**src/rtl/pipe_skid_stage.sv**
```systemverilog
// rtl/pipe_skid_stage.sv - valid/ready pipeline stage with optional skid entry and flush
// Optional stall/flush counters are enabled by defining PIPE_STAGE_STATS_EN.
module pipe_skid_stage #(
   parameter int DATA_W = 32,
   parameter int CTRL_W = 32,
   parameter int SKID   = 1
) (
   input  logic              CLK,
   input  logic              RESET,
   input  logic              flush,
   input  logic              in_valid,
   output logic              in_ready,
   input  logic [CTRL_W-1:0] in_ctrl,
   input  logic [DATA_W-1:0] in_data,
   output logic              out_valid,
   input  logic              out_ready,
   output logic [CTRL_W-1:0] out_ctrl,
   output logic [DATA_W-1:0] out_data,
   output logic [1:0]        occupancy
`ifdef PIPE_STAGE_STATS_EN
   ,
   output logic [15:0]       stall_cnt,
   output logic [15:0]       flush_cnt
`endif
);

   // Encoding equals the number of held entries, so occupancy is the state itself.
   typedef enum logic [1:0] {
      EMPTY = 2'd0,
      ONE   = 2'd1,
      FULL  = 2'd2
   } state_t;

   state_t            state_q, state_d;
   logic [CTRL_W-1:0] main_ctrl_q, main_ctrl_d, skid_ctrl_q, skid_ctrl_d;
   logic [DATA_W-1:0] main_data_q, main_data_d, skid_data_q, skid_data_d;
   logic              main_valid;
   logic              in_fire;
   logic              out_fire;

   assign main_valid = (state_q != EMPTY);
   assign in_ready   = (SKID != 0) ? (state_q != FULL) : (out_ready | ~main_valid);
   assign in_fire    = in_valid & in_ready;
   assign out_fire   = main_valid & out_ready;
   assign out_valid  = main_valid;
   assign out_ctrl   = main_valid ? main_ctrl_q : '0;
   assign out_data   = main_data_q;
   assign occupancy  = state_q;

   always_ff @(posedge CLK or posedge RESET) begin
      if (RESET) begin
         state_q     <= EMPTY;
         main_ctrl_q <= '0;
         main_data_q <= '0;
         skid_ctrl_q <= '0;
         skid_data_q <= '0;
      end else begin
         state_q     <= state_d;
         main_ctrl_q <= main_ctrl_d;
         main_data_q <= main_data_d;
         skid_ctrl_q <= skid_ctrl_d;
         skid_data_q <= skid_data_d;
      end
   end

   always_comb begin
      state_d     = state_q;
      main_ctrl_d = main_ctrl_q;
      main_data_d = main_data_q;
      skid_ctrl_d = skid_ctrl_q;
      skid_data_d = skid_data_q;
      case (state_q)
         EMPTY: begin
            if (in_fire) begin
               main_ctrl_d = in_ctrl;
               main_data_d = in_data;
               state_d     = ONE;
            end
         end
         ONE: begin
            if (in_fire && out_fire) begin
               main_ctrl_d = in_ctrl;
               main_data_d = in_data;
            end else if (in_fire && (SKID != 0)) begin
               skid_ctrl_d = in_ctrl;
               skid_data_d = in_data;
               state_d     = FULL;
            end else if (out_fire) begin
               state_d = EMPTY;
            end
         end
         FULL: begin
            if (out_fire) begin
               main_ctrl_d = skid_ctrl_q;
               main_data_d = skid_data_q;
               skid_ctrl_d = '0;
               skid_data_d = '0;
               state_d     = ONE;
            end
         end
         default: state_d = EMPTY;
      endcase
      // Flush drops held entries and any accepted input beat alike.
      if (flush) begin
         state_d     = EMPTY;
         main_ctrl_d = '0;
         main_data_d = '0;
         skid_ctrl_d = '0;
         skid_data_d = '0;
      end
   end

`ifdef PIPE_STAGE_STATS_EN
   always_ff @(posedge CLK or posedge RESET) begin
      if (RESET) begin
         stall_cnt <= '0;
         flush_cnt <= '0;
      end else begin
         if (main_valid && !out_ready && (stall_cnt != 16'hFFFF))
            stall_cnt <= stall_cnt + 16'd1;
         if (flush && (flush_cnt != 16'hFFFF))
            flush_cnt <= flush_cnt + 16'd1;
      end
   end
`endif

   stall_stable: assert property (@(posedge CLK) disable iff (RESET)
      (out_valid && !out_ready && !flush) |=> (out_valid && $stable(out_ctrl) && $stable(out_data)));

endmodule

```
**config.mk**
```make
export PLATFORM = sky130hd
export DESIGN_NAME = pipe_skid_stage
export DESIGN_NICKNAME = d
export VERILOG_FILES = /design/src/rtl/pipe_skid_stage.sv
export SDC_FILE = /design/constraint.sdc
export NUM_CORES = 1
export LEC_CHECK = 0
export BUFFER_PORTS_ARGS = -buffer_cell sky130_fd_sc_hd__buf_2
export CAP_MARGIN = 20
export CORE_ASPECT_RATIO = 1.2
export CORE_MARGIN = 1
export CORE_UTILIZATION = 55
export CTS_BUF_LIST = sky130_fd_sc_hd__clkbuf_4 sky130_fd_sc_hd__clkbuf_8 sky130_fd_sc_hd__clkbuf_16
export DETAILED_ROUTE_END_ITERATION = 10
export GPL_ROUTABILITY_DRIVEN = 0
export PLACE_DENSITY = 0.88
export SKIP_CTS_REPAIR_TIMING = 1
export SYNTH_ARGS = -nofsm -noshare
export SYNTH_HDL_FRONTEND = slang
export SYNTH_SLANG_ARGS = --single-unit
```
**constraint.sdc**
```tcl
create_clock -name CLK -period 5.7 [get_ports CLK]
set_clock_uncertainty 0.15 [all_clocks]
set_input_delay 0.57 -clock CLK [delete_from_list [all_inputs] [get_ports CLK]]
set_output_delay 0.57 -clock CLK [all_outputs]
set_load 0.01 [all_outputs]
```
---- After elaboration in Yosys (flattened, before gate mapping) ----
Index checks and enable logic that the tools add are counted.
storage, ports and cells
  output and inout bits ................... 68
  flip-flop bits (word level) ............. 130
  input port bits ......................... 69
  logic and storage cells ................. 49
cells by class
  equal/unequal tests ..................... 9
  bitwise gates (word level) .............. 2
  reduce and logical (&&, ||, !) cells .... 8
  multiplexer cells ....................... 25
operators with widths
  operator                                                               number
  32-bit 2-to-1 mux                                                      14
  32-bit one-hot mux with 3 select lines                                 2
  32-bit one-hot mux with 2 select lines                                 2
  3-bit != test, second input constant                                   5
  2-bit 2-to-1 mux                                                       6
  4-bit AND reduction                                                    3
  2-bit one-hot mux with 3 select lines                                  1
  4-bit != test, second input constant                                   1
  4-bit nonzero test                                                     1
  3-bit nonzero test                                                     1
  1-bit bitwise AND                                                      2
  2-bit by 1-bit equality test with 1-bit output, second input constant  1
  2-bit equality test, second input constant                             1
  2-bit logical NOT                                                      1
  2-bit != test, second input constant                                   1
  2-bit nonzero test                                                     1
  1-bit logical AND                                                      1

---- Longest topological paths before layout ----
  word-level depth ........................ 7
  gate-level depth with buffers ........... 7
  depth with buffers taken out ............ 4

---- Worst setup path after synthesis ----
No wires, ideal clock.
  path type ............................... reg-to-output
  from .................................... register state_q[1] (netlist: occupancy[1])
  to ...................................... output out_valid
  path buffers ............................ 3
  required time ........................... 4980 ps
  setup slack ............................. 3616 ps
  cell stages (with the launch flop) ...... 6
  arrival time ............................ 1364 ps
  path through ............................ dfrtp_1 -> clkbuf_2 -> clkbuf_1 -> nor2_1 -> clkbuf_1 -> inv_1
on the way
  cells in the longest elaborated chain, start to end .. 1
RTL lines
  what                    RTL line  text
  start, declared         34        state_t state_q, state_d;
  start signal, assigned  58        state_q <= state_d;
  2-bit nonzero test      41        assign main_valid = (state_q != EMPTY);
  end, declared           15        output logic out_valid,
No other way between the ends.

---- Worst setup path after layout ----
  from .................................... register state_q[1] (netlist: occupancy[1])
  to ...................................... output in_ready
on the way
  cells in the longest elaborated chain, start to end .. 1
RTL lines
  what           RTL line  text
  2-bit != test  42        assign in_ready = (SKID != 0) ? (state_q != FULL) : (out_ready | ~main_valid);
  end, declared  12        output logic in_ready,
No other way between the ends.

==> flow_summary.json <==
{
  "outcome": "finished clean",
  "synth_nets": 706,
  "grt_pass1_vias": 5248,
  "critPathRequiredTime_ns": 4.98,
  "first_pass_iters": 7,
  "yosysWarnings": 0,
  "routed_wl_mm": 16.42,
  "via_per_inst": 6.063,
  "sw_frac_of_total_pct": 24.78,
  "grt.total_usage_pct": 26.47,
  "synth-seq-area-share_pct": 48.01,
  "drc": 0,
  "port_buffers": 136,
  "die-area_um2": 12770,
  "hold_viol_final": 0,
  "cts_buffer_depth": 2,
  "drv_slew": 0,
  "antenna_found_initial": 0,
  "cts_buffers": 17,
  "wl_per_cell_um": 18.14,
  "cts_tree": "built",
  "hold_class": "input port to asynchronous set/reset pin",
  "clk_pin_slew_ns": 0.06,
  "wirelength_met1_mm": 6.770,
  "power_frac_comb_pct": 13.0,
  "drtIter0Drc": 405,
  "fin_hold_ws_ns": 0.04671,
  "fmax_mhz": 276.4,
  "start_kind": "register",
  "vias": 5487,
  "p_leak_nw": 4.121,
  "cp.arrival_ns": 2.90,
  "irDropWorstVdd_mv": 0.2039,
  "p_int_mw": 1.866,
  "clock-root-buffer": "clkbuf_16",
  "powerDensity_nw_per_um2": 305.8,
  "syn_to_final_growth_pct": 19.68,
  "power_frac_seq_pct": 41.0,
  "coreArea_um2": 12060,
  "period_minus_slack_ns": 3.617,
  "finalSetupViolCount": 0,
  "final_common_cell": "buf_2",
  "cp_max_fo": 72,
  "fin_tns_setup_ns": 0,
  "clkLatencyLatePin_ns": 0.41,
  "start_util_pct": 56.21,
  "maxSlewHeadroom_pct": 28.51,
  "drive_gt1_share_pct": 33.87,
  "avgSynthCellArea_um2": 10.64,
  "syn_area_um2": 6776,
  "power.switching_mw": 0.6146,
  "grt_first_pass_wirelength_mm": 25.85,
  "fin_ws_ns": 2.083,
  "layout.nets": 800,
  "ios": 137,
  "grt_max_degree": 92,
  "final_antenna_net_count": 0,
  "place_ws_ns": 2.110,
  "cap_violations": 0,
  "synthCells": 637,
  "critPathKind": "register to output pin",
  "grt_overflow_total": 0,
  "layout_common_cells": "136 x buf_2, 128 x dfrtp_1, 65 x inv_1, 65 x mux2i_1",
  "synth.distinct_cells": 25,
  "wl_met3_um": 869,
  "wl_met2_mm": 8.336,
  "topRoutingLayerUsed": "met4",
  "ys_ff_latch": 130,
  "cts-htree-levels": 4,
  "dpl.hpwl_mm": 9.991,
  "die_x_um": 103.3,
  "fin_crit_sh_pct": 63.46,
  "cp-end-kind": "output pin",
  "clock_sinks": 130,
  "rsz0062_at_grt": "false",
  "die_h_um": 123.6,
  "pwr-share-clk_pct": 46.0,
  "worst_slew_pin_slew_ns": 1.072,
  "std_cell_rows": 44,
  "diodes": 0
}
==> worst max-delay path, stage by stage, from the launching register on <==
cell and delay [ns]:
dfrtp_2 1.07, and2b_1 0.34, clkinv_2 0.65, buf_2 0.39
==> path summary, 6_finish.rpt <==
path / cells past startpoint / endpoint / slack, ns / startpoint
max: 3 / in_ready / 2.08 / occupancy[1]
min: 2 / skid_data_q[2] / 0.05 / RESET
max reg2reg: 5 / main_ctrl_q[16] / 2.29 / occupancy[1]
min reg2reg: 1 / skid_data_q[18] / 0.33 / skid_data_q[18]
max in group asynchronous: 4 / main_ctrl_q[3] / 4.13 / RESET
min in group CLK: 2 / occupancy[1] / 0.33 / out_ready
==> through the flow <==
stage                     instances  utilization [%]  total power [mW]  area (um^2)
final                           905            67.27             2.480         8110
after detailed placement        872            61.88             1.350         7461
after global placement          872            61.88             1.333         7461
after global routing            905            67.27             2.562         8110
after CTS                       904            67.04             2.490         8083
after floorplan                 637                -             1.232         6777
==> area by class of cell <==
class	instances	area, um^2
Inverter	68	260.3
Sequential cell	130	3256
Multi-Input combinational cell	367	2988
Timing Repair Buffer	147	783.3
Tap cell	161	201.4
Clock inverter	11	160.2
Clock buffer	21	461.7
Fill cell	901	3946
==> metal layers <==
| metal | track usage (%) | vias to the layer above |
|---|---|---|
| li1 | - | 2501 |
| met3 | 5.051 | 39 |
| met2 | 42.58 | 218 |
| met5 | 0 | - |
| met4 | 12.15 | 0 |
| met1 | 34.69 | 2729 |
==> power groups by stage <==
| stage | Combinational (mW) | Clock (mW) | Sequential [mW] |
|---|---|---|---|
| 2_1_floorplan | 0.200 | 0 | 1.03 |
| 3_3_place_gp | 0.308 | 0 | 1.03 |
| 3_5_place_dp | 0.320 | 0 | 1.03 |
| 4_1_cts | 0.322 | 1.15 | 1.02 |
| 5_1_grt | 0.354 | 1.19 | 1.02 |
| 6_report | 0.323 | 1.14 | 1.02 |
==> cell usage after synthesis <==
cell type	number	area share (%)
a21bo_2	51	7.5
clkbuf_2	1	0.074
buf_4	1	0.11
clkbuf_1	43	2.4
buf_1	9	0.50
o211ai_1	1	0.11
buf_2	18	1.3
nor4bb_1	65	9.6
nor2b_1	1	0.092
nand3b_1	1	0.11
a211oi_4	1	0.30
nand2_1	1	0.055
nand4_1	51	4.7
and2b_1	1	0.11
or3b_2	1	0.13
a21oi_1	2	0.15
and3_1	13	1.2
inv_1	68	3.8
o21a_1	1	0.11
a31oi_1	64	5.9
nor2_1	34	1.9
dfrtp_1	130	48
nor3_1	1	0.074
mux2_2	13	2.2
mux2i_1	65	9.6
==> registers in the layout, summed over array words and instances (netlist names) <==
register and cells:
out_data 32, main_ctrl_q 32, skid_ctrl_q 32, skid_data_q 32
occupancy 2
==> kinds of logic (layout without fill, tap and decap cells) <==
kind of cell	after synthesis	count (layout)	share of synthesized area [%]
AND/OR/NAND/NOR	169	169	17.97
buffers and inverters	140	247	8.161
flip-flops	130	130	48.01
AO/OA/AOI/OAI	120	120	14.11
multiplexers	78	78	11.76
No activity file was read; power rests on OpenSTA's default activity.
